File: src/rtl/load_align_unit.sv
// load_align_unit: extracts a byte, halfword or word at any byte offset of the memory bus, with optional sign extension.
// Define MISALIGN_SPLIT_EN to service offset-crossing loads with a second memory beat; otherwise they complete as errors.
module load_align_unit #(
    parameter int DATA_W = 32,
    localparam int BYTES = DATA_W / 8,
    localparam int OFF_W = $clog2(DATA_W / 8)
) (
    input  logic              clk,
    input  logic              reset_n,
    input  logic              start,
    input  logic [1:0]        load_size,
    input  logic              sign_ext,
    input  logic [OFF_W-1:0]  addr_off,
    output logic              mem_req,
    output logic              mem_beat,
    input  logic              mem_valid,
    input  logic [DATA_W-1:0] mem_rdata,
    output logic              busy,
    output logic              done,
    output logic [DATA_W-1:0] write_data,
    output logic              align_err
);

`ifdef MISALIGN_SPLIT_EN
    localparam int PAIR_W = 2 * DATA_W;
`else
    localparam int PAIR_W = DATA_W;
`endif

    typedef enum logic [1:0] {
        IDLE,
        REQ1,
`ifdef MISALIGN_SPLIT_EN
        REQ2,
`endif
        FIN
    } state_e;

    state_e             state_q;
    logic [1:0]         loadSize_q;
    logic               signExt_q;
    logic [OFF_W-1:0]   addrOff_q;
    logic               memReq_q;
    logic               memBeat_q;
    logic               busy_q;
    logic               done_q;
    logic               alignErr_q;
    logic [DATA_W-1:0]  writeData_q;
`ifdef MISALIGN_SPLIT_EN
    logic [DATA_W-1:0]  lo_q;
`endif

    logic               startErr;
    logic [PAIR_W-1:0]  pair;
    logic [OFF_W+2:0]   shamt;
    logic [DATA_W-1:0]  shifted;
    logic [DATA_W-1:0]  mask;
    logic               signBit;
    logic [DATA_W-1:0]  extract_d;

    // A field crosses into the next bus word when it does not fit after the offset.
    function automatic logic isCross(input logic [1:0] size, input logic [OFF_W-1:0] off);
        logic c;
        c = 1'b0;
        case (size)
            2'b00:   c = (off != '0);
            2'b01:   c = (off == OFF_W'(BYTES - 1));
            default: c = 1'b0;
        endcase
        return c;
    endfunction

`ifdef MISALIGN_SPLIT_EN
    assign startErr = (load_size == 2'b11);
`else
    assign startErr = (load_size == 2'b11) || isCross(load_size, addr_off);
`endif

    // The final beat's data is used straight from the bus so the result lands together with done.
    always_comb begin
`ifdef MISALIGN_SPLIT_EN
        pair = (state_q == REQ2) ? {mem_rdata, lo_q} : {{DATA_W{1'b0}}, mem_rdata};
`else
        pair = mem_rdata;
`endif
        shamt   = {addrOff_q, 3'b000};
        shifted = DATA_W'(pair >> shamt);
        mask    = {DATA_W{1'b1}};
        signBit = shifted[DATA_W-1];
        case (loadSize_q)
            2'b01: begin
                mask    = DATA_W'(16'hFFFF);
                signBit = shifted[15];
            end
            2'b10: begin
                mask    = DATA_W'(8'hFF);
                signBit = shifted[7];
            end
            default: ;
        endcase
        extract_d = (shifted & mask) | ((signExt_q && signBit) ? ~mask : '0);
    end

    always_ff @(posedge clk or negedge reset_n) begin
        if (!reset_n) begin
            state_q     <= IDLE;
            loadSize_q  <= '0;
            signExt_q   <= 1'b0;
            addrOff_q   <= '0;
            memReq_q    <= 1'b0;
            memBeat_q   <= 1'b0;
            busy_q      <= 1'b0;
            done_q      <= 1'b0;
            alignErr_q  <= 1'b0;
            writeData_q <= '0;
`ifdef MISALIGN_SPLIT_EN
            lo_q        <= '0;
`endif
        end else begin
            done_q <= 1'b0;
            unique case (state_q)
                IDLE: begin
                    if (start) begin
                        loadSize_q <= load_size;
                        signExt_q  <= sign_ext;
                        addrOff_q  <= addr_off;
                        busy_q     <= 1'b1;
                        if (startErr) begin
                            state_q     <= FIN;
                            done_q      <= 1'b1;
                            alignErr_q  <= 1'b1;
                            writeData_q <= '0;
                        end else begin
                            state_q   <= REQ1;
                            memReq_q  <= 1'b1;
                            memBeat_q <= 1'b0;
                        end
                    end
                end
                REQ1: begin
                    if (mem_valid) begin
`ifdef MISALIGN_SPLIT_EN
                        if (isCross(loadSize_q, addrOff_q)) begin
                            lo_q      <= mem_rdata;
                            state_q   <= REQ2;
                            memBeat_q <= 1'b1;
                        end else
`endif
                        begin
                            state_q     <= FIN;
                            memReq_q    <= 1'b0;
                            done_q      <= 1'b1;
                            alignErr_q  <= 1'b0;
                            writeData_q <= extract_d;
                        end
                    end
                end
`ifdef MISALIGN_SPLIT_EN
                REQ2: begin
                    if (mem_valid) begin
                        state_q     <= FIN;
                        memReq_q    <= 1'b0;
                        memBeat_q   <= 1'b0;
                        done_q      <= 1'b1;
                        alignErr_q  <= 1'b0;
                        writeData_q <= extract_d;
                    end
                end
`endif
                FIN: begin
                    state_q <= IDLE;
                    busy_q  <= 1'b0;
                end
                default: state_q <= IDLE;
            endcase
        end
    end

    assign mem_req    = memReq_q;
    assign mem_beat   = memBeat_q;
    assign busy       = busy_q;
    assign done       = done_q;
    assign align_err  = alignErr_q;
    assign write_data = writeData_q;

endmodule

File: config.mk
export PLATFORM = sky130hd
export DESIGN_NAME = load_align_unit
export DESIGN_NICKNAME = d
export VERILOG_FILES = /design/src/rtl/load_align_unit.sv
export SDC_FILE = /design/constraint.sdc
export NUM_CORES = 1
export LEC_CHECK = 0
export ABC_AREA = 1
export CAP_MARGIN = 30
export CORE_MARGIN = 4
export CORE_UTILIZATION = 44
export CTS_BUF_LIST = sky130_fd_sc_hd__clkbuf_4
export DETAILED_ROUTE_END_ITERATION = 10
export PLACE_DENSITY = 0.85
export SLEW_MARGIN = 20
export SYNTH_ARGS = -nofsm -noshare
export SYNTH_HDL_FRONTEND = slang
export SYNTH_SLANG_ARGS = --single-unit
File: constraint.sdc
create_clock -name clk -period 1.6 [get_ports clk]
set_input_delay 0.32 -clock clk [delete_from_list [all_inputs] [get_ports clk]]
set_output_delay 0.32 -clock clk [all_outputs]
set_load 0.02 [all_outputs]
After elaboration in Yosys (flattened, before gate mapping)
Cells that the tools add are included.
{"block": "word_totals", "ff_bits": 43, "in_bits": 41, "wordCells": 61}
{"block": "classes", "n_eq_ne": 11, "shifts": 1, "n_mux": 25, "bitwise_logic": 3, "reduce_logical": 12}
{"cell": "2-to-1 mux 32 bit", "count": 4}
{"cell": "case mux 32 bit (2 select lines)", "count": 2}
{"cell": "bitwise AND 32 bit", "count": 1}
{"cell": "NOT 32 bit", "count": 1}
{"cell": "bitwise OR 32 bit", "count": 1}
{"cell": ">> shifter 32 x 5 -> 32 bit", "count": 1}
{"cell": "case mux 1 bit (2 select lines)", "count": 6}
{"cell": "2-to-1 mux 1 bit", "count": 9}
{"cell": "equality test 2 bit (second input constant)", "count": 4}
{"cell": "!= test 2 bit (second input constant)", "count": 4}
{"cell": "AND reduction 4 bit", "count": 2}
{"cell": "equality test 2 x 1 -> 1 bit (second input constant)", "count": 3}
{"cell": "2-to-1 mux 2 bit", "count": 3}
{"cell": "AND reduction 2 bit", "count": 3}
{"cell": "nonzero test 2 bit", "count": 3}
{"cell": "zero test 2 bit", "count": 2}
{"cell": "case mux 2 bit (2 select lines)", "count": 1}
{"cell": "logical AND 1 bit", "count": 1}
{"cell": "logical OR 1 bit", "count": 1}

Logic depth before layout (Yosys ltp)
{"block": "logic_depth", "word_depth": 7, "mapped_depth": 12}

Least setup slack after synthesis
Ideal clock, no wire load.
{"block": "synth_timing", "kind": "flip-flop to flip-flop", "start": "register loadSize_q[0]", "end": "register writeData_q[24] (netlist: write_data[24])", "setup_ns": 0.117, "arrival_time_ns": 1.354, "required_ns": 1.483, "path_slack_ns": 0.129, "stages_incl_launch_ff": 10, "n_path_buf": 1, "period_less_slack_ns": 1.471, "path_cell_list": "dfrtp_1 > inv_1 > ha_1 > inv_1 > nand3_2 > nand2_2 > nand2_4 > buf_8 > nand2_2 > nand2_1"}
{"block": "synth_between", "elab_chain_cells": 7, "word_cells_on_any_way": 11, "classes_between": "eq/ne: 2; mux: 5; bitwise: 3; reduce/logical: 1"}
{"item": "start, declared", "line_no": "40", "text": "logic [1:0] loadSize_q;"}
{"item": "start signal, assigned", "line_no": "124", "text": "loadSize_q <= load_size;"}
{"item": "equality test 2 bit / equality test 2 x 1 -> 1 bit (equally long branches)", "line_no": "90", "text": "case (loadSize_q)"}
{"item": "case mux 1 bit (2 select lines) / case mux 32 bit (2 select lines) (equally long branches)", "line_no": "90"}
{"item": "logical AND 1 bit / NOT 32 bit (equally long branches)", "line_no": "101", "text": "extract_d = (shifted & mask) | ((signExt_q && signBit) ? ~mask : '0);"}
{"item": "2-to-1 mux 32 bit", "line_no": "101"}
{"item": "bitwise OR 32 bit *", "line_no": "101"}
{"item": "2-to-1 mux 32 bit *", "line_no": "141", "text": "if (mem_valid) begin"}
{"item": "case mux 32 bit (2 select lines) *", "line_no": "121", "text": "unique case (state_q)"}
{"item": "end signal, assigned", "line_no": "154", "text": "writeData_q <= extract_d;"}
{"item": "end, declared", "line_no": "48", "text": "logic [DATA_W-1:0] writeData_q;"}
Mark *: on every way between the ends. The rest lies on a longest branch, timed or not. The select of a mux whose other input is x is not followed.
A chain may end at the register's enable or synchronous reset.

Final worst setup path
{"block": "layout_timing", "start": "register loadSize_q[0]", "end": "register writeData_q[11] (netlist: write_data[11])"}
The elaborated chain is that of the path after synthesis.

==> Implementation_results.wiki <==
{| class="wikitable"
! Metric !! Value
|-
| Outcome || finished clean
|-
| Synthesized Nets || 390
|-
| Drt total wl || 7.00 mm
|-
| Most common flop cell mapped by yosys || sky130_fd_sc_hd__dfrtp_1
|-
| Global-route wire length before repair || 11.6 mm
|-
| Count of clock tree sinks || 43
|-
| P_leak || 1.80 nW
|-
| Final cell area excluding filler cells || 3450 um2
|-
| Launching point of the worst reg2reg path || loadSize_q[0]$_DFFE_PN0P_
|-
| Switching power as a share of total power || 0.474
|-
| Sequential area share after synthesis || 0.421
|-
| Distinct cell type count after synthesis || 27
|-
| Cell Rows || 27
|-
| Antenna viol nets, final || 0
|-
| Met1 track utilization from global routing || 0.263
|-
| Ant. Diodes || 0
|-
| Vias post-DR || 2606
|-
| Kind of end point of the critical path || flip-flop
|-
| Total GRT Usage || 0.201
|-
| Number of buffers inserted during clock tree synthesis || 5
|-
| Half-perimeter wire length after placement || 5.32 mm
|-
| Deepest clock path buffer count || 2
|-
| Combinational share of power || 0.591
|-
| TritonCTS clock tree || yes
|-
| GR Util met3 || 0.0412
|-
| Remaining routing DRC violations || 0
|-
| Required time of the critical path || 1.90 ns
|-
| Area taken by multi-input logic gates || 1270 um2
|-
| Busiest layer in global routing || met2
|-
| Critical-path maximum fanout || 8
|-
| Max-slew violation total from the final report || 0
|-
| Final cycle utilization of the critical path || 0.899
|-
| Top achievable clock speed || 695 MHz
|-
| # nets final || 466
|-
| Crit path kind || reg -> reg
|-
| IO buf count || 76
|-
| Layout cell share with drive strength beyond 1 || 0.121
|-
| Clock latency of the later-clocked register in the worst-skew pair || 0.36 ns
|-
| Max Clock Skew || 0.0118 ns
|-
| Endpoint of the lowest-slack register-to-register path || write_data[11]$_DFFE_PN0P_
|-
| Grt total ovfl || 0
|-
| Violation count after the first detailed-route iteration || 256
|-
| Max Cap Violations || 0
|-
| Unrepaired setup endpoints after global routing || false
|-
| Internal || 2.98 mW
|-
| Average vias per placed instance || 5.26
|-
| Via count of the first global-routing pass || 2480
|-
| Filler Cells Inserted || 548
|-
| Worst supply voltage drop on vdd || 0.869 mV
|-
| Buffer type at the clock tree root || sky130_fd_sc_hd__clkbuf_4
|-
| Pin count of the biggest net entering global routing || 49
|-
| I/O pin count || 78
|-
| Share of total power in the clock network || 0.088
|-
| Sequential Area || 1080 um2
|-
| Die Outline Area || 7100 um2
|-
| EDFF count, synth || 0
|-
| Area inside the core boundary || 5570 um2
|-
| Final hold violation count || 0
|-
| Kind of launch point of the worst setup path || flip-flop
|-
| Total placed instance area || 3430 um2
|-
| Yosys warning total || 0
|-
| Path type of the worst min-delay path || in -> async
|-
| Power density over cell area || 1640 nW/um2
|-
| Post-CTS clock slew at the launch and capture registers of the worst setup and hold paths || 0.13 ns
|-
| Final standard cell utilization of the core || 0.619
|-
| Area Growth Syn to Fin || 35.0%
|-
| Syn Std Cell Area || 2560 um2
|-
| Width of the chip || 84.2 um
|-
| Final worst path period need || 1.44 ns
|-
| NetSw || 2.69 mW
|-
| Antenna violations before repair || 0
|-
| Reg2reg path depth || 9
|-
| Syn Area/Cell || 7.37 um2
|-
| Number of register bits inferred by synthesis || 43
|-
| Arrival time at the worst endpoint || 1.74 ns
|-
| DIE HEIGHT || 84.2 um
|-
| GPL Wtd Cong || 0.896
|-
| Met2 GRT Util || 0.337
|-
| Ys async rst share || 1.00
|-
| Average wire per cell in the routed design || 14.1 um
|-
| Minimum setup slack among reg-to-reg paths || 0.16 ns
|-
| First-pass iteration count of the detailed router || 5
|-
| # H-tree levels || 2
|-
| Starting utilization of the core area || 0.459
|-
| Final setup violation count || 0
|-
| Sequential power share || 0.321
|-
| Cells after Synth || 347
|}
## how the worst max path moves through the flow
stage	endpoint	from
2_1_floorplan	write_data[24]$_DFFE_PN0P_	loadSize_q[0]$_DFFE_PN0P_
3_3_place_gp	write_data[11]$_DFFE_PN0P_	mem_rdata[23]
3_5_place_dp	write_data[11]$_DFFE_PN0P_	mem_rdata[23]
4_1_cts	write_data[16]$_DFFE_PN0P_	addrOff_q[0]$_DFFE_PN0P_
5_1_grt	write_data[10]$_DFFE_PN0P_	loadSize_q[0]$_DFFE_PN0P_
6_report	write_data[11]$_DFFE_PN0P_	loadSize_q[0]$_DFFE_PN0P_
## stage by stage
| step | TNS [ns] | setup slack, ns | power (mW) | std cells | hold slack, ns |
|---|---|---|---|---|---|
| global route | 0 | 0.0117 | 6.10 | 495 | 0.472 |
| floorplan | 0 | 0.129 | 4.03 | 347 | 0.0244 |
| CTS | 0 | 0.0653 | 5.65 | 495 | 0.460 |
| global placement | -0.784 | -0.0619 | 5.37 | 487 | 0.311 |
| finish | 0 | 0.162 | 5.67 | 495 | 0.445 |
| detailed placement | -2.25 | -0.112 | 5.45 | 487 | 0.315 |
## cell usage in the layout (no fill, tap or decap)
| cell | instances |
|---|---|
| sky130_fd_sc_hd__mux2i_1 | 3 |
| sky130_fd_sc_hd__dfrtp_2 | 1 |
| sky130_fd_sc_hd__nand3_1 | 48 |
| sky130_fd_sc_hd__dfrtp_1 | 42 |
| sky130_fd_sc_hd__clkinv_2 | 1 |
| sky130_fd_sc_hd__buf_4 | 9 |
| sky130_fd_sc_hd__buf_12 | 5 |
| sky130_fd_sc_hd__dlygate4sd2_1 | 36 |
| sky130_fd_sc_hd__clkinv_1 | 1 |
| sky130_fd_sc_hd__a31oi_1 | 5 |
| sky130_fd_sc_hd__nor2_4 | 1 |
| sky130_fd_sc_hd__clkbuf_4 | 5 |
| sky130_fd_sc_hd__nand2_2 | 17 |
| sky130_fd_sc_hd__dlygate4sd3_1 | 1 |
| sky130_fd_sc_hd__ha_1 | 2 |
| sky130_fd_sc_hd__inv_4 | 1 |
| sky130_fd_sc_hd__inv_8 | 1 |
| sky130_fd_sc_hd__a21oi_1 | 29 |
| sky130_fd_sc_hd__clkdlybuf4s50_1 | 39 |
| sky130_fd_sc_hd__nand2_8 | 1 |
| sky130_fd_sc_hd__inv_1 | 15 |
| sky130_fd_sc_hd__nand2_1 | 106 |
| sky130_fd_sc_hd__nor2_1 | 26 |
| sky130_fd_sc_hd__conb_1 | 1 |
| sky130_fd_sc_hd__o22ai_1 | 2 |
| sky130_fd_sc_hd__nand2_4 | 2 |
| sky130_fd_sc_hd__o21ai_0 | 15 |
| sky130_fd_sc_hd__buf_2 | 1 |
| sky130_fd_sc_hd__inv_2 | 1 |
| sky130_fd_sc_hd__nor2_2 | 1 |
| sky130_fd_sc_hd__nand3_2 | 4 |
| sky130_fd_sc_hd__o21bai_1 | 1 |
## Yosys cell counts (all sizes together) (2+ instances only)
master / count / area share
ha: 2 / 0.0098
a31oi: 5 / 0.012
clkbuf: 3 / 0.0044
a21oi: 29 / 0.057
nand2: 126 / 0.21
inv: 18 / 0.030
o21ai: 15 / 0.029
nand3: 52 / 0.11
nor2: 28 / 0.045
mux2i: 3 / 0.012
dfrtp: 43 / 0.42
o22ai: 2 / 0.0049
buf: 19 / 0.051
## what timing repair did
item                                    CTS  global route
hold endpoints to repair                 43             0
gates resized for setup                  36             3
hold buffers                              1             0
setup buffers                             0             0
endpoints found under the setup margin   36            15
## area by class of cell
class,count,share of cell area
multi-input combinational,264,0.369
sequential,43,0.312
timing repair buffer,91,0.257
tap,72,0.0261
inverter,18,0.0225
clock buffer,5,0.0109
clock inverter,2,0.00254
## kinds of logic after synthesis
group                    Yosys count  share of synthesized area
flip-flops                        43                      0.421
AO/OA/AOI/OAI                     52                      0.106
adder cells (fa/ha/maj)            2                    0.00978
buffers and inverters             40                     0.0861
other                              1                    0.00147
AND/OR/NAND/NOR                  206                      0.364
multiplexers                       3                     0.0117
## worst max-delay path: stages, from the launching register on
cell and delay, ns:
sky130_fd_sc_hd__dfrtp_1 0.37, sky130_fd_sc_hd__inv_1 0.06, sky130_fd_sc_hd__ha_1 0.32, sky130_fd_sc_hd__nand2_1 0.08, sky130_fd_sc_hd__inv_1 0.05, sky130_fd_sc_hd__nor2_2 0.09
sky130_fd_sc_hd__nand2_2 0.11, sky130_fd_sc_hd__nand2_2 0.17, sky130_fd_sc_hd__nand2_1 0.08, sky130_fd_sc_hd__nand2_1 0.06
## power by group through the flow
| stage | combinational [mW] | clock (mW) | sequential (mW) |
|---|---|---|---|
| after floorplan | 1.75 | 0 | 2.28 |
| after global placement | 3.52 | 0 | 1.85 |
| after detailed placement | 3.59 | 0 | 1.86 |
| after CTS | 3.32 | 0.509 | 1.82 |
| after global routing | 3.66 | 0.561 | 1.88 |
| final | 3.35 | 0.499 | 1.82 |
## metal layers
layer,share of wire,wire length [um]
met4,0.013,93
met1,0.43,2980
met5,0,0
met2,0.49,3430
met3,0.071,496
## registers in the layout, indices dropped and copies added (netlist names)
name and count:
write_data 32, busy 1, align_err 1, state_q 2, mem_req 1, signExt_q 1
done 1, loadSize_q 2, addrOff_q 2
Note: power is estimated with default switching activity, not from simulation.
